===== config.mk =====
export PLATFORM = sky130hd
export DESIGN_NAME = bcd_serial_adder_ctrl_flat
export DESIGN_NICKNAME = d
export VERILOG_FILES = /design/src/rtl/bcd_serial_adder_ctrl_pkg.sv /design/src/rtl/bcd_serial_adder_ctrl_if.sv /design/src/rtl/bcd_serial_adder_ctrl_digit_add.sv /design/src/rtl/bcd_serial_adder_ctrl.sv /design/src/flat_wrapper.sv
export SDC_FILE = /design/constraint.sdc
export NUM_CORES = 1
export LEC_CHECK = 0
export BUFFER_PORTS_ARGS = -buffer_cell sky130_fd_sc_hd__buf_2
export CAP_MARGIN = 5
export CELL_PAD_IN_SITES_DETAIL_PLACEMENT = 0
export CELL_PAD_IN_SITES_GLOBAL_PLACEMENT = 1
export CORE_MARGIN = 2
export CORE_UTILIZATION = 39
export DETAILED_ROUTE_END_ITERATION = 10
export PLACE_DENSITY_LB_ADDON = 0.3
export SYNTH_ARGS = -nofsm -noshare
export SYNTH_HDL_FRONTEND = slang
export SYNTH_SLANG_ARGS = --single-unit

===== constraint.sdc =====
create_clock -name clk -period 3.74 [get_ports clk]
set_clock_uncertainty 0.15 [all_clocks]
set_input_delay 0.748 -clock clk [delete_from_list [all_inputs] [get_ports clk]]
set_output_delay 0.748 -clock clk [all_outputs]
set_load 0.03 [all_outputs]

===== src/rtl/bcd_serial_adder_ctrl_pkg.sv =====
// bcd_serial_adder_ctrl_pkg
// Purpose: shared types and constants for the serial packed-BCD adder.
//   state_e         controller FSM states
//   DIGIT_W         width of one BCD digit
//   BCD_MAX         largest legal BCD digit value
//   BCD_ADJ         decimal correction added when a digit sum exceeds BCD_MAX
//   nibble_invalid  returns 1 when a nibble is not a legal BCD digit
package bcd_serial_adder_ctrl_pkg;

  typedef enum logic [1:0] {
    ST_IDLE  = 2'd0,
    ST_CHECK = 2'd1,
    ST_ADD   = 2'd2,
    ST_DONE  = 2'd3
  } state_e;

  localparam int          DIGIT_W = 4;
  localparam logic [3:0]  BCD_MAX = 4'd9;
  localparam logic [3:0]  BCD_ADJ = 4'd6;

  function automatic logic nibble_invalid(input logic [DIGIT_W-1:0] nib);
    return (nib > BCD_MAX);
  endfunction

endpackage


===== src/rtl/bcd_serial_adder_ctrl_if.sv =====
// bcd_serial_adder_ctrl_if
// Purpose: handshake and operand/result bundle of the serial BCD adder.
//   start            request pulse/level from the operand-entry side
//   a, b             packed BCD operands, digit 0 in the low nibble
//   busy, done       operation in progress / one-cycle completion pulse
//   sum, carry_out   packed BCD result and decimal carry of the top digit
//   err_a, err_b     operand contained a nibble greater than nine
// Modports: master drives the request side, slave is the adder.
interface bcd_serial_adder_ctrl_if #(
  parameter int DIGITS = 4
);
  import bcd_serial_adder_ctrl_pkg::*;

  logic                      start;
  logic [DIGIT_W*DIGITS-1:0] a;
  logic [DIGIT_W*DIGITS-1:0] b;
  logic                      busy;
  logic                      done;
  logic [DIGIT_W*DIGITS-1:0] sum;
  logic                      carry_out;
  logic                      err_a;
  logic                      err_b;

  modport master (
    output start, a, b,
    input  busy, done, sum, carry_out, err_a, err_b
  );

  modport slave (
    input  start, a, b,
    output busy, done, sum, carry_out, err_a, err_b
  );

endinterface


===== src/rtl/bcd_serial_adder_ctrl_digit_add.sv =====
// bcd_digit_add
// Purpose: combinational single-digit decimal adder with +6 correction.
//   dig_a, dig_b   input BCD digits
//   carry_in       decimal carry from the next lower digit
//   dig_sum        corrected BCD digit
//   carry_out      decimal carry into the next higher digit
module bcd_digit_add
  import bcd_serial_adder_ctrl_pkg::*;
(
  input  logic [DIGIT_W-1:0] dig_a,
  input  logic [DIGIT_W-1:0] dig_b,
  input  logic               carry_in,
  output logic [DIGIT_W-1:0] dig_sum,
  output logic               carry_out
);

  logic [DIGIT_W:0] raw_sum;
  logic [DIGIT_W:0] adj_sum;

  // The raw binary sum is kept one bit wider so 9+9+1 = 19 does not wrap
  // before the decimal comparison. Adding six skips the six unused codes
  // 10..15, so the low nibble of the adjusted value is the decimal digit.
  always_comb begin
    raw_sum   = {1'b0, dig_a} + {1'b0, dig_b} + {{DIGIT_W{1'b0}}, carry_in};
    adj_sum   = raw_sum + {1'b0, BCD_ADJ};
    dig_sum   = raw_sum[DIGIT_W-1:0];
    carry_out = 1'b0;
    if (raw_sum > {1'b0, BCD_MAX}) begin
      dig_sum   = adj_sum[DIGIT_W-1:0];
      carry_out = 1'b1;
    end
  end

endmodule


===== src/rtl/bcd_serial_adder_ctrl.sv =====
// bcd_serial_adder_ctrl
// Purpose: multi-digit packed-BCD adder that validates both operands and then
//   feeds one digit pair per clock, least significant first, through a single
//   bcd_digit_add instance.
//   clk    rising-edge clock
//   rst_n  asynchronous active-low reset, aborts any operation
//   bus    slave side of bcd_serial_adder_ctrl_if (start/a/b in,
//          busy/done/sum/carry_out/err_a/err_b out)
module bcd_serial_adder_ctrl
  import bcd_serial_adder_ctrl_pkg::*;
#(
  parameter int DIGITS = 4
)(
  input  logic                   clk,
  input  logic                   rst_n,
  bcd_serial_adder_ctrl_if.slave bus
);

  localparam int W     = DIGIT_W * DIGITS;
  localparam int IDX_W = (DIGITS > 1) ? $clog2(DIGITS) : 1;

  state_e             state_q, state_d;
  logic [W-1:0]       a_q, a_d, b_q, b_d, sum_q, sum_d;
  logic [IDX_W-1:0]   idx_q, idx_d;
  logic               carry_q, carry_d;
  logic               carry_out_q, carry_out_d;
  logic               err_a_q, err_a_d, err_b_q, err_b_d;
  logic               busy_q, busy_d, done_q, done_d;

  logic [DIGIT_W-1:0] cur_a, cur_b, dig_sum;
  logic               dig_carry;
  logic               bad_a, bad_b;

  // Select the digit pair addressed by the current index and flag any latched
  // nibble that is not a legal BCD digit.
  always_comb begin
    cur_a = '0;
    cur_b = '0;
    bad_a = 1'b0;
    bad_b = 1'b0;
    for (int i = 0; i < DIGITS; i++) begin
      if (idx_q == IDX_W'(i)) begin
        cur_a = a_q[i*DIGIT_W +: DIGIT_W];
        cur_b = b_q[i*DIGIT_W +: DIGIT_W];
      end
      bad_a = bad_a | nibble_invalid(a_q[i*DIGIT_W +: DIGIT_W]);
      bad_b = bad_b | nibble_invalid(b_q[i*DIGIT_W +: DIGIT_W]);
    end
  end

  bcd_digit_add u_digit_add (
    .dig_a     (cur_a),
    .dig_b     (cur_b),
    .carry_in  (carry_q),
    .dig_sum   (dig_sum),
    .carry_out (dig_carry)
  );

  // Sequencer next-state logic. busy and done are computed one cycle ahead so
  // they come straight from flops: busy rises with the accepting edge and
  // falls with the edge that leaves DONE, done is set only on entry to DONE.
  always_comb begin
    state_d     = state_q;
    a_d         = a_q;
    b_d         = b_q;
    sum_d       = sum_q;
    idx_d       = idx_q;
    carry_d     = carry_q;
    carry_out_d = carry_out_q;
    err_a_d     = err_a_q;
    err_b_d     = err_b_q;
    busy_d      = busy_q;
    done_d      = 1'b0;
    unique case (state_q)
      ST_IDLE: begin
        if (bus.start) begin
          a_d         = bus.a;
          b_d         = bus.b;
          sum_d       = '0;
          idx_d       = '0;
          carry_d     = 1'b0;
          carry_out_d = 1'b0;
          err_a_d     = 1'b0;
          err_b_d     = 1'b0;
          busy_d      = 1'b1;
          state_d     = ST_CHECK;
        end
      end
      ST_CHECK: begin
        err_a_d = bad_a;
        err_b_d = bad_b;
        idx_d   = '0;
        carry_d = 1'b0;
        if (bad_a || bad_b) begin
          state_d = ST_DONE;
          done_d  = 1'b1;
        end else begin
          state_d = ST_ADD;
        end
      end
      ST_ADD: begin
        for (int i = 0; i < DIGITS; i++) begin
          if (idx_q == IDX_W'(i)) begin
            sum_d[i*DIGIT_W +: DIGIT_W] = dig_sum;
          end
        end
        carry_d = dig_carry;
        if (idx_q == IDX_W'(DIGITS - 1)) begin
          carry_out_d = dig_carry;
          state_d     = ST_DONE;
          done_d      = 1'b1;
        end else begin
          idx_d = idx_q + IDX_W'(1);
        end
      end
      ST_DONE: begin
        busy_d  = 1'b0;
        state_d = ST_IDLE;
      end
      default: begin
        busy_d  = 1'b0;
        state_d = ST_IDLE;
      end
    endcase
  end

  // State and datapath registers; reset clears everything so an abort leaves
  // all outputs at zero with no completion pulse.
  always_ff @(posedge clk or negedge rst_n) begin
    if (!rst_n) begin
      state_q     <= ST_IDLE;
      a_q         <= '0;
      b_q         <= '0;
      sum_q       <= '0;
      idx_q       <= '0;
      carry_q     <= 1'b0;
      carry_out_q <= 1'b0;
      err_a_q     <= 1'b0;
      err_b_q     <= 1'b0;
      busy_q      <= 1'b0;
      done_q      <= 1'b0;
    end else begin
      state_q     <= state_d;
      a_q         <= a_d;
      b_q         <= b_d;
      sum_q       <= sum_d;
      idx_q       <= idx_d;
      carry_q     <= carry_d;
      carry_out_q <= carry_out_d;
      err_a_q     <= err_a_d;
      err_b_q     <= err_b_d;
      busy_q      <= busy_d;
      done_q      <= done_d;
    end
  end

  assign bus.busy      = busy_q;
  assign bus.done      = done_q;
  assign bus.sum       = sum_q;
  assign bus.carry_out = carry_out_q;
  assign bus.err_a     = err_a_q;
  assign bus.err_b     = err_b_q;

endmodule


===== src/flat_wrapper.sv =====
// flat-port wrapper written by rule: the top's interface ports become plain ports
module bcd_serial_adder_ctrl_flat import bcd_serial_adder_ctrl_pkg::*;
#(
  parameter int DIGITS = 4
)
  (clk, rst_n, bus_start, bus_a, bus_b, bus_busy, bus_done, bus_sum, bus_carry_out, bus_err_a, bus_err_b);
  bcd_serial_adder_ctrl_if #(.DIGITS(DIGITS)) bus_i ();
  input  logic clk;
  input  logic rst_n;
  input wire logic [$bits(bus_i.start)-1:0] bus_start;
  input wire logic [$bits(bus_i.a)-1:0] bus_a;
  input wire logic [$bits(bus_i.b)-1:0] bus_b;
  output wire logic [$bits(bus_i.busy)-1:0] bus_busy;
  output wire logic [$bits(bus_i.done)-1:0] bus_done;
  output wire logic [$bits(bus_i.sum)-1:0] bus_sum;
  output wire logic [$bits(bus_i.carry_out)-1:0] bus_carry_out;
  output wire logic [$bits(bus_i.err_a)-1:0] bus_err_a;
  output wire logic [$bits(bus_i.err_b)-1:0] bus_err_b;
  assign bus_i.start = bus_start;
  assign bus_i.a = bus_a;
  assign bus_i.b = bus_b;
  assign bus_busy = bus_i.busy;
  assign bus_done = bus_i.done;
  assign bus_sum = bus_i.sum;
  assign bus_carry_out = bus_i.carry_out;
  assign bus_err_a = bus_i.err_a;
  assign bus_err_b = bus_i.err_b;
  bcd_serial_adder_ctrl #(.DIGITS(DIGITS)) u_core (.clk(clk), .rst_n(rst_n), .bus(bus_i));
endmodule

After elaboration in Yosys (flattened, before gate mapping)
Index checks and enable logic that the tools add are counted.
{"block": "op_classes", "magnitude_cmp": 9, "n_eq_ne": 12, "addsub": 4, "muxes": 34, "n_reduce_logical": 17, "bitwise_logic": 6}
{"operator": "2-to-1 mux 4 bit", "count": 13}
{"operator": "> comparator 4 bit, second input constant", "count": 8}
{"operator": "case mux 16 bit (2 select lines)", "count": 1}
{"operator": "2-to-1 mux 16 bit", "count": 1}
{"operator": "AND reduction 3 bit", "count": 5}
{"operator": "case mux 1 bit (2 select lines)", "count": 5}
{"operator": "AND reduction 2 bit", "count": 5}
{"operator": "equality test 2 bit, second input constant", "count": 4}
{"operator": "2-to-1 mux 2 bit", "count": 4}
{"operator": "!= test 2 x 1 -> 1 bit, second input constant", "count": 4}
{"operator": "case mux 2 bit (4 select lines)", "count": 1}
{"operator": "2-to-1 mux 1 bit", "count": 7}
{"operator": "bitwise OR 1 bit", "count": 6}
{"operator": "case mux 2 bit (3 select lines)", "count": 1}
{"operator": "nonzero test 2 bit", "count": 3}
{"operator": "adder 4 x 4 -> 5 bit", "count": 1}
{"operator": "adder 5 x 1 -> 5 bit", "count": 1}
{"operator": "> comparator 5 x 4 -> 1 bit, second input constant", "count": 1}
{"operator": "adder 4 x 3 -> 4 bit, second input constant", "count": 1}
{"operator": "equality test 2 x 1 -> 1 bit, second input constant", "count": 2}
{"operator": "zero test 2 bit", "count": 2}
{"operator": "!= test 2 bit, second input constant", "count": 2}
{"operator": "case mux 1 bit (3 select lines)", "count": 1}
{"operator": "nonzero test 3 bit", "count": 1}
{"operator": "2 further kinds", "count": 2}
{"block": "word_totals", "register_bits": 58, "output_inout_bits": 21, "word_cells": 96, "inputBits": 35}

Depth between registers and ports, before layout
Gate-level depths: netlist of run 1.
{"block": "depth", "ltp_word": 11, "ltp_mapped": 16, "mapped_depth_nobuf": 15}

By module
A second synthesis of run 1 with hierarchy kept.
{"block": "hier_totals", "cells_unflattened": 316, "area_unflattened_um2": 3263.1}
{"mod": "bcd_serial_adder_ctrl", "cells_per_inst": 294, "seq_area_each_um2": 1451.4, "instances": 1, "area_per_inst_um2": 3051.7}
{"mod": "bcd_digit_add", "cells_per_inst": 22, "seq_area_each_um2": 0.0, "instances": 1, "area_per_inst_um2": 211.5}

Worst setup path before layout of run 1
No wires, ideal clock.
{"block": "synth_timing", "path_type": "register to register", "start": "reg u_core.idx_q[0]", "end": "reg u_core.sum_q[10] (netlist: u_core.bus.sum[10])", "arrival_ns": 3.536, "path_slack_ns": -0.022, "stages_incl_launch_ff": 16, "setup_ns": 0.077, "required_ns": 3.513, "period_less_slack_ns": 3.762, "n_path_buf": 2, "path_cell_list": "dfrtp_1 -> inv_1 -> ha_1 -> clkbuf_1 -> clkbuf_1 -> a21oi_1 -> nor2_1 -> a21oi_1 -> fa_1 -> fa_1 -> xor2_1 -> ha_1 -> a22oi_1 -> a311oi_2 -> mux2_2 -> o21ai_1"}
{"block": "synth_via", "elab_chain_len": 11, "elab_cells_between_ends": 21, "classes_between": "3 x add/sub; 1 x order compare; 4 x eq/ne; 11 x mux; 2 x reduce/logical"}
{"item": "from (decl)", "line": "bcd_serial_adder_ctrl.sv:24", "rtl": "logic [IDX_W-1:0] idx_q, idx_d;"}
{"item": "from (signal assigned)", "line": "bcd_serial_adder_ctrl.sv:147", "rtl": "idx_q <= idx_d;"}
{"item": "zero test 2 bit", "line": "bcd_serial_adder_ctrl.sv:42", "rtl": "if (idx_q == IDX_W'(i)) begin"}
{"item": "2-to-1 mux 4 bit (4 in a row)", "line": "bcd_serial_adder_ctrl.sv:42"}
{"item": "adder 4 x 4 -> 5 bit", "line": "bcd_serial_adder_ctrl_digit_add.sv:24", "rtl": "raw_sum = {1'b0, dig_a} + {1'b0, dig_b} + {{DIGIT_W{1'b0}}, carry_in};"}
{"item": "adder 5 x 1 -> 5 bit", "line": "bcd_serial_adder_ctrl_digit_add.sv:24"}
{"item": "adder 4 x 3 -> 4 bit / > comparator 5 x 4 -> 1 bit (equally long branches)", "line": "bcd_serial_adder_ctrl_digit_add.sv:25, bcd_serial_adder_ctrl_digit_add.sv:28"}
{"item": "2-to-1 mux 4 bit", "line": "bcd_serial_adder_ctrl_digit_add.sv:28", "rtl": "if (raw_sum > {1'b0, BCD_MAX}) begin"}
{"item": "2-to-1 mux 4 bit", "line": "bcd_serial_adder_ctrl.sv:103", "rtl": "if (idx_q == IDX_W'(i)) begin"}
{"item": "case mux 16 bit (2 select lines)", "line": "bcd_serial_adder_ctrl.sv:74", "rtl": "unique case (state_q)"}
{"item": "to (signal assigned)", "line": "bcd_serial_adder_ctrl.sv:146", "rtl": "sum_q <= sum_d;"}
{"item": "to (decl)", "line": "bcd_serial_adder_ctrl.sv:23", "rtl": "logic [W-1:0] a_q, a_d, b_q, b_d, sum_q, sum_d;"}
Several ways; a longest one is shown, not always the timed one. The select of a mux whose other input is x is not followed.
A chain may end at the register's enable or synchronous reset.

Worst setup path in the final report of run 1
{"block": "layout_timing", "start": "reg u_core.idx_q[0]", "end": "reg u_core.sum_q[1] (netlist: u_core.bus.sum[1])"}
{"block": "layout_via", "elab_chain_len": 11, "elab_cells_between_ends": 21, "classes_between": "3 x add/sub; 1 x order compare; 4 x eq/ne; 11 x mux; 2 x reduce/logical"}
{"item": "zero test 2 bit", "line": "bcd_serial_adder_ctrl.sv:42, bcd_serial_adder_ctrl.sv:103"}
{"item": "2-to-1 mux 4 bit (4 in a row)", "line": "bcd_serial_adder_ctrl.sv:42"}
{"item": "adder 4 x 4 -> 5 bit", "line": "bcd_serial_adder_ctrl_digit_add.sv:24"}
{"item": "adder 5 x 1 -> 5 bit", "line": "bcd_serial_adder_ctrl_digit_add.sv:24"}
{"item": "adder 4 x 3 -> 4 bit / > comparator 5 x 4 -> 1 bit (equally long branches)", "line": "bcd_serial_adder_ctrl_digit_add.sv:25, bcd_serial_adder_ctrl_digit_add.sv:28"}
{"item": "2-to-1 mux 4 bit", "line": "bcd_serial_adder_ctrl_digit_add.sv:28"}
{"item": "2-to-1 mux 4 bit", "line": "bcd_serial_adder_ctrl.sv:103"}
{"item": "case mux 16 bit (2 select lines)", "line": "bcd_serial_adder_ctrl.sv:74"}
Several ways; a longest one is shown, not always the timed one. The select of a mux whose other input is x is not followed.

==> results of run 1 <==
==> cells in the final DEF (no fill, tap or decap), types with 2 or more instances in the layout <==
cell type	n
clkbuf_8	10
o31ai_1	5
clkinv_2	2
nand3b_1	8
o21ai_1	4
nor2_1	6
buf_4	14
clkbuf_1	2
a21oi_1	21
mux2_2	37
inv_1	11
fa_2	2
o21ai_0	26
nand4_1	2
dfrtp_1	58
a21o_1	4
nor2b_1	2
nand2b_1	4
nand3_1	4
nand2_1	31
buf_2	55
ha_4	2
ha_1	9
a32o_1	2
==> cells by family (layout without fill, tap and decap cells) <==
| family | after synthesis | after routing | share of synthesized area |
|---|---|---|---|
| AO/OA/AOI/OAI | 73 | 73 | 0.150 |
| AND/OR/NAND/NOR | 60 | 60 | 0.101 |
| flip-flops | 58 | 58 | 0.499 |
| multiplexers | 39 | 39 | 0.150 |
| buffers and inverters | 22 | 95 | 0.0284 |
| adder cells (fa/ha/maj) | 14 | 14 | 0.0653 |
| XOR/XNOR | 2 | 2 | 0.00602 |
==> state kept, by name (all words and copies together) (netlist names) <==
signal                flops
u_core.a_q               16
u_core.state_q            2
u_core.bus.done           1
u_core.bus.sum           16
u_core.bus.err_a          1
u_core.bus.carry_out      1
u_core.idx_q              2
u_core.bus.busy           1
u_core.carry_q            1
u_core.bus.err_b          1
u_core.b_q               16
==> layout make-up <==
type | count | area, µm² | area share
Inverter | 11 | 41.3 | 0.0114
Timing Repair Buffer | 69 | 380 | 0.105
Sequential cell | 58 | 1450 | 0.402
Tap cell | 99 | 124 | 0.0343
Clock inverter | 3 | 40.0 | 0.0111
Clock buffer | 12 | 145 | 0.0402
Multi-Input combinational cell | 188 | 1430 | 0.396
==> metal layers <==
metal	GRT usage	part of all wire	vias up
met5	0	0	-
met2	0.281	0.48	55
li1	-	-	1096
met3	0.0417	0.037	10
met4	0.0782	0.020	0
met1	0.208	0.46	1080
==> metrics by stage <==
stage,setup TNS (ps),instances,utilization,setup WS (ps),area [µm²]
CTS,0,437,0.489,10.6,3540
global placement,0,422,0.462,141,3350
floorplan,0,268,-,43.8,2910
detailed placement,-0.833,422,0.462,-0.833,3350
global route,-534,440,0.498,-97.3,3610
finish,0,440,0.498,109,3610
==> critical path: cells and delay by family (launching register included) <==
| kind | cells | cell delay (ps) |
|---|---|---|
| buffers and inverters | 2 | 340 |
| adders and majority gates | 4 | 1160 |
| and+or+nand+nor | 2 | 170 |
| DFF | 1 | 430 |
| xor gates and xnor gates | 2 | 300 |
| AOI/OAI and AO/OA | 6 | 980 |
==> final timing paths <==
check | end | depth (start not counted)
setup / recovery | u_core.bus.sum[1] | 16
hold / removal | u_core.bus.sum[1] | 2
hold reg to reg | u_core.bus.sum[1] | 2
max in group asynchronous | u_core.b_q[15] | 2
setup reg to reg | u_core.bus.sum[1] | 16
min in group asynchronous | u_core.bus.err_a | 1
==> repair_timing <==
item	in CTS	in global routing
pin swaps	0	3
cloned	0	0
buffers inserted	0	3
setup endpoints to repair	1	14
gates resized for setup	1	10
==> metrics, run 1 <==
status=complete, no violations; Syn Area/Cell=10.9 µm²; synth warn=0; total CTS buffers=9; Post-synth EDFFs=0; # nets final=386; WL final=6720 µm; post-synth top area share=0.499; Crit. Startpoint=u_core.idx_q[0]; RePlAce Congestion=0.851; global-route wire length before repair=10800 µm; FP Rows=31; count of cell types in the netlist=36; Worst path max stage delay=430 ps; Syn Nets=317; antenna violations before repair=0; Final Hold Fails=0; clk_lat worst skew=340 ps; Tmin final=3630 ps; CP max FO=4; Filler cells=694; dpl hpwl=4960 µm; gr ovfl total=0; Primary FF master, synth=dfrtp_1; CTS Hold Buffers Added=0; Longest Clk Path Bufs=2; Vias/cell=around 5; clock-pin transition on the worst setup and hold timing paths=roughly 60 ps; number of max-cap violations=0; Root Driver=clkbuf_8; number of synthesized register bits=58; fin. max-slew vios=0; period utilisation layout=0.971; worst min path class=register to register; DRT antenna net count=0; Die Span X=90.4 µm; cell area after synthesis=roughly 0.0029 mm²; post-synthesis sequential area ratio=0.499; 1st-pass router iterations=7; reg2reg setup slack=110 ps; core area=about 0.0073 mm²; Synth area leader=dfrtp_1; WL/cell=15.3 µm; GRT Total Usage=0.169; Final Setup Violations=0; worst reg2reg path startpoint=u_core.idx_q[0]; initial core utilization=0.401; Achievable Freq=275 MHz; Synth area leaders=dfrtp_1 50%, mux2_2 15%, ha_1 5.2%; CTS sink count=58; arrival time worst endpoint=roughly 3700 ps; die area=a little over 0.008 mm²; WS Path Type=register to register; most frequent CP cell=a21oi_1; count leader, synth=dfrtp_1; Syn Inst Count=approximately 270; via count=approximately 2200; pin count of the biggest net entering global routing=48; Worst Tran Pin Value=roughly 1100 ps; htree depth=3; vias in the first global route=2212; Layout area overhead=24.2%; post-route DRC violation count=0; io pins=between 50 and 60; die height=about 90 µm; ys async rst share=1.00; CP Capture Type=register; Crit-path slowest cell=dfrtp_1; Hold Slack=between 300 and 400 ps; Synth top cells by count=58 x dfrtp_1, 38 x mux2_2, 31 x nand2_1, 26 x o21ai_0, 21 x a21oi_1; Slew HR=0.289; # diodes=0; HP Start=u_core.bus.sum[1]; critical path, cell by cell=inv_1 -> ha_4 -> nand3b_1 -> a21oi_1 -> a21oi_1 -> nor2_1 -> a21oi_1 -> fa_2 -> fa_2 -> xor2_2 -> ha_2 -> a22oi_2 -> a311oi_2 -> buf_4 -> xnor2_2 -> o31ai_1; CTS tree=yes; CP Launch Type=register; fraction of layout instances using a drive strength above 1=0.384; Crit path required time=around 3800 ps; Detailed Route Iter0 Violations=73; Port Buf Inserts=55
Power of run 1 is left out: the tool's default activity adds up to more than one toggle a clock period on the data nets, which glitch-free logic cannot reach.
==> run 2: changes to the inputs <==
Settings changed: MAX_ROUTING_LAYER set to met4.
==> metrics, run 2 (same netlist as run 1, synthesis figures left out) <==
status=complete, no violations; CTS sink count=58 (unchanged); RePlAce Congestion=0.865 (+1.6%); Final Setup Violations=0 (unchanged); die height=90.4 µm (unchanged); CP Capture Type=register; period utilisation layout=0.969 (-0.00125); final worst slack=114 ps (+4.68 ps); Crit path required time=3840 ps (about the same); Achievable Freq=276 MHz (+0.13%); total CTS buffers=9 (unchanged); # nets final=386 (unchanged); Slew HR=0.285 (-0.00353); Vias/cell=5.09 (unchanged); CP Launch Type=register; 1st-pass router iterations=4 (-3); CTS tree=yes; commonest non-fill, non-tap cell in the layout=dfrtp_1; number of max-cap violations=0 (unchanged); io pins=56 (unchanged); antenna violations before repair=0 (unchanged); Setup WS pre-CTS=-0.833 ps (unchanged); FP Rows=31 (unchanged); WS Path Type=register to register; DRT antenna net count=0 (unchanged); die area=0.00817 mm² (unchanged); # diodes=0 (unchanged); post-route DRC violation count=0 (unchanged); core area=0.00725 mm² (unchanged); Worst Tran Pin Value=1070 ps (+5.29 ps); initial core utilization=0.401 (unchanged); pin count of the biggest net entering global routing=48 (unchanged); Final Hold Fails=0 (unchanged); htree depth=3 (unchanged); global-route wire length before repair=10900 µm (+0.31%); CP max FO=4 (unchanged); clk_lat worst skew=340 ps (about the same); Detailed Route Iter0 Violations=77 (+5.5%); Hold Slack=322 ps (+0.00100 ps); Port Buf Inserts=55 (unchanged); Root Driver=clkbuf_8; fin. max-slew vios=0 (unchanged); Longest Clk Path Bufs=2 (unchanged); via count=2241 (unchanged); Tmin final=3630 ps (-4.68 ps); WL final=6710 µm (-0.19%); fraction of layout instances using a drive strength above 1=0.384 (unchanged); dpl hpwl=4960 µm (unchanged); Layout area overhead=24.2% (unchanged); worst min path class=register to register; GRT Total Usage=0.175 (+0.00579); WL/cell=15.2 µm (-0.19%); arrival time worst endpoint=3720 ps (about the same); most frequent cells in the layout=58 x dfrtp_1, 55 x buf_2, 37 x mux2_2; reg2reg setup slack=110 ps (about the same); CTS Hold Buffers Added=0 (unchanged); Die Span X=90.4 µm (unchanged); gr ovfl total=0 (unchanged); clock-pin transition on the worst setup and hold timing paths=60 ps (about the same); vias in the first global route=2205 (-0.32%)
==> run 2: cell counts in the layout (fill, tap and decap cells not counted) <==
No cell type changed its count.
==> run 2: what timing repair did <==
action | CTS | global route
endpoints found under the setup margin | 1 | 14
gates cloned | 0 | 0
gates resized for setup | 1 | 10
buffers inserted | 0 | 3
hold endpoints to repair | 0 | 0
pin swaps | 0 | 3
==> run 2: worst max-delay path, cell delays in order, from the launching register on <==
cell and delay [ps]:
dfrtp_1 430, inv_1 150, ha_4 170, nand3b_1 80, a21oi_1 160, a21oi_1 60, nor2_1 90, a21oi_1 70
fa_2 390, fa_2 380, xor2_2 210, ha_2 220, a22oi_2 90, a311oi_2 370, buf_4 190, xnor2_2 90
o31ai_1 230
==> run 2: area by class of cell <==
class	count	area, µm²
Inverter	11	41.3
Tap cell	99	124
Clock inverter	3	40.0
Sequential cell	58	1450
Clock buffer	12	145
Timing Repair Buffer	69	380
Fill cell	694	3640
Multi-Input combinational cell	188	1430
==> run 2: routing by layer <==
metal	vias to the layer above	wire (µm)	GRT usage
li1	1100	-	-
met1	1073	3130	0.212
met2	56	3170	0.280
met3	12	281	0.0492
met4	0	124	0.0667
met5	-	0	-
==> run 2: through the flow <==
stage | cell area [µm²] | instances | setup TNS [ps] | util
final | 3610 | 440 | 0 | 0.498
after global routing | 3610 | 440 | -530 | 0.498
after CTS | 3540 | 437 | 0 | 0.489
after detailed placement | 3350 | 422 | -0.833 | 0.462
after global placement | 3350 | 422 | 0 | 0.462
after floorplan | 2910 | 268 | 0 | -
==> run 2: worst paths after layout <==
check                           cells past startpoint                 to              start
worst min-delay path                                2  u_core.bus.sum[1]  u_core.bus.sum[1]
max in group asynchronous                           2     u_core.b_q[15]              rst_n
worst max-delay path                               16  u_core.bus.sum[1]    u_core.idx_q[0]
min in group asynchronous                           1   u_core.bus.err_a              rst_n
worst min register to register                      2  u_core.bus.sum[1]  u_core.bus.sum[1]
worst max register to register                     16  u_core.bus.sum[1]    u_core.idx_q[0]
Power of run 2 is left out for the same reason.
==> run 3: changes to the inputs <==
Settings changed: ABC_AREA set to 1, CORE_UTILIZATION 39 to 37, TNS_END_PERCENT set to 30.
==> metrics, run 3 <==
Leak=between 1.5 and 2 nW; pin count of the biggest net entering global routing=45 (-6.3%); part of the power in registers=0.270; clock-pin transition on the worst setup and hold timing paths=70 ps (about the same); gr ovfl total=0 (unchanged); total CTS buffers=9 (unchanged); 1st-pass router iterations=4 (unchanged); FP Rows=32 (+3.2%); RSZ-0062 raised after global routing=false; Worst path max stage delay=440 ps (about the same); Port Buf Inserts=55 (unchanged); # nets final=491 (+27%); Detailed Route Iter0 Violations=98 (+27%); multi-input logic area=0.00139 mm² (-3.3%); CTS tree=yes; Vias/cell=4.75 (-6.7%); most frequent cells in the layout=155 x nand2_1, 58 x dfrtp_1, 55 x buf_2; count leader, synth=nand2_1; Syn Inst Count=380 (+42%); post-route DRC violation count=0 (unchanged); Hold EP=u_core.bus.sum[8]; vias in the first global route=2577 (+17%); commonest non-fill, non-tap cell in the layout=nand2_1; Crit path required time=3820 ps (-20 ps); WL/cell=13.0 µm (-15%); global-route wire length before repair=12300 µm (+13%); Final Setup Violations=0 (unchanged); Synth top cells by count=155 x nand2_1, 58 x dfrtp_1, 28 x inv_1, 27 x o21ai_0, 19 x nand3_1; placed insts=533 (+26%); maximum VDD drop=0.450 mV; number of max-cap violations=0 (unchanged); DRT antenna net count=0 (unchanged); critical path, cell by cell=inv_1 -> ha_2 -> a21oi_1 -> o31ai_1 -> o21ai_1 -> fa_1 -> fa_1 -> nand2_1 -> nand2_2 -> ha_1 -> nand2_1 -> a21boi_2 -> nand2_2 -> nand2_2 -> nand2_1 -> nand4_1 -> nand2_1; cell family with the largest share of critical-path delay=adder cells; number of synthesized register bits=58 (unchanged); Syn Area/Cell=7.94 µm² (-27%); Achievable Freq=294 MHz (+6.5%); cell area after synthesis=0.00302 mm² (+3.7%); arrival time worst endpoint=3490 ps (-230 ps); clock share of power=0.164; most frequent CP cell=nand2_1; die height=94.3 µm (+4.3%); Int Power=0.00201 W; Worst Tran Pin Value=1050 ps (-21.7 ps); initial core utilization=0.386 (-0.0149); GRT Total Usage=0.185 (+0.0103); Root Driver=clkbuf_8; worst min path class=register to register; Final Hold Fails=0 (unchanged); via count=2608 (+16%); core area=0.00781 mm² (+7.6%); Die Span X=94.3 µm (+4.3%); Hold Slack=320 ps (-2.05 ps); Seq. cell area=0.00145 mm² (unchanged); # diodes=0 (unchanged); RR Endpoint=u_core.bus.sum[13]; Reg2Reg Depth=17 (+1); reg2reg setup slack=340 ps (+220 ps); power per cell area=about 1100 mW/mm²; fraction of layout instances using a drive strength above 1=0.226 (-0.158); Synth area leader=dfrtp_1; setup TNS=0 ps (unchanged); period utilisation layout=0.910 (-0.0591); post-synthesis sequential area ratio=0.481 (-0.0176); Synth area leaders=dfrtp_1 48%, nand2_1 19%, ha_1 5.0%; dpl hpwl=5350 µm (+7.9%); worst reg2reg path startpoint=u_core.idx_q[0]; Levels on crit path=17 (+1); ys async rst share=1.00 (unchanged); WL final=7150 µm (+6.6%); CP max FO=4 (unchanged); status=complete, no violations; post-synth top area share=0.481 (-0.0176); CTS sink count=58 (unchanged); Logic pwr share=0.566; Net Switching=about 0.0019 W; Filler cells=787 (+13%); count of cell types in the netlist=28 (-22%); WS Path Type=register to register; HP Start=u_core.bus.sum[8]; Net Sw Frac=0.488; clk_lat worst skew=340 ps (about the same); io pins=56 (unchanged); fin. max-slew vios=0 (unchanged); Tmin final=3400 ps (-221 ps); Crit-path slowest cell=fa_1; Primary FF master, synth=dfrtp_1; CP Capture Type=register; Non-Filler Instances=549 (+25%); Crit path buffers/inverters=1 (-1); RePlAce Congestion=0.834 (-3.6%); Slew HR=0.299 (+0.0137); antenna violations before repair=0 (unchanged); Post-synth EDFFs=0 (unchanged); synth warn=0 (unchanged); Syn Nets=429 (+35%); postcts setup bufs=0 (unchanged); CP Launch Type=register; Layout area overhead=21.4%; Hold Crit Depth=2 (unchanged); CTS Hold Buffers Added=0 (unchanged); die area=0.00889 mm² (+8.8%); Longest Clk Path Bufs=2 (unchanged); htree depth=3 (unchanged)
[run 3: final cells by class]
| class | count | share of cell area |
|---|---|---|
| clock buffer | 11 | 0.0386 |
| clock inverter | 5 | 0.0212 |
| inverter | 36 | 0.0390 |
| multi-input combinational | 274 | 0.378 |
| sequential | 58 | 0.396 |
| tap | 102 | 0.0349 |
| timing repair buffer | 63 | 0.0916 |
[run 3: timing repair]
| action | in CTS | in global routing |
|---|---|---|
| resized for setup | 0 | 7 |
| setup endpoints to repair | 0 | 14 |
| endpoints found under the hold margin | 0 | 0 |
[run 3: layer usage]
layer  GRT usage  vias up  wire [µm]
li1            -     1348          -
met1       0.243     1192       3370
met2       0.275       54       3360
met3      0.0465       14        276
met4      0.0761        0        145
met5           -        -          0
[run 3: kinds of logic after synthesis]
logic type | count (synthesis) | synth area share
adders and majority gates | 14 | 0.0630
buffers and inverters | 48 | 0.0655
and+or+nand+nor | 200 | 0.272
AOI/OAI and AO/OA | 60 | 0.119
DFF | 58 | 0.481
[run 3: how the worst max path moves through the flow]
stage / start / endpoint / slack, ps
2_1_floorplan: u_core.idx_q[1] / u_core.bus.sum[10] / 400
3_3_place_gp: u_core.idx_q[1] / u_core.bus.sum[2] / 270
3_5_place_dp: u_core.idx_q[1] / u_core.bus.sum[10] / 180
4_1_cts: u_core.idx_q[1] / u_core.bus.sum[14] / 170
5_1_grt: u_core.idx_q[0] / u_core.bus.sum[13] / 2
6_report: u_core.idx_q[0] / u_core.bus.sum[13] / 340
[run 3: worst register-to-register path, stage by stage, from the launching register on]
cell,delay [ps]
dfrtp_1,430
inv_1,130
ha_2,220
a21oi_1,90
o31ai_1,230
o21ai_1,120
fa_1,450
fa_1,410
nand2_1,100
nand2_2,70
ha_1,230
nand2_1,60
a21boi_2,150
nand2_2,80
nand2_2,100
nand2_1,120
nand4_1,100
nand2_1,50
[run 3: per-stage QoR]
step	instance area [µm²]	util	power, W	worst slack (ps)
5_1_grt	3660	0.469	0.00433	1.95
4_1_cts	3640	0.466	0.00394	169
3_5_place_dp	3420	0.438	0.00327	182
6_report	3660	0.469	0.00393	335
2_1_floorplan	3020	-	0.00272	398
3_3_place_gp	3420	0.438	0.00326	271
[run 3: power groups by stage]
stage	clock network [W]	registers [W]	logic (W)
after floorplan	0	0.00112	0.00160
after global placement	0	0.00107	0.00220
after detailed placement	0	0.00107	0.00220
after CTS	0.000658	0.00106	0.00222
after global routing	0.000695	0.00109	0.00254
final	0.000643	0.00106	0.00222
Note: power is estimated with default switching activity, not from simulation.
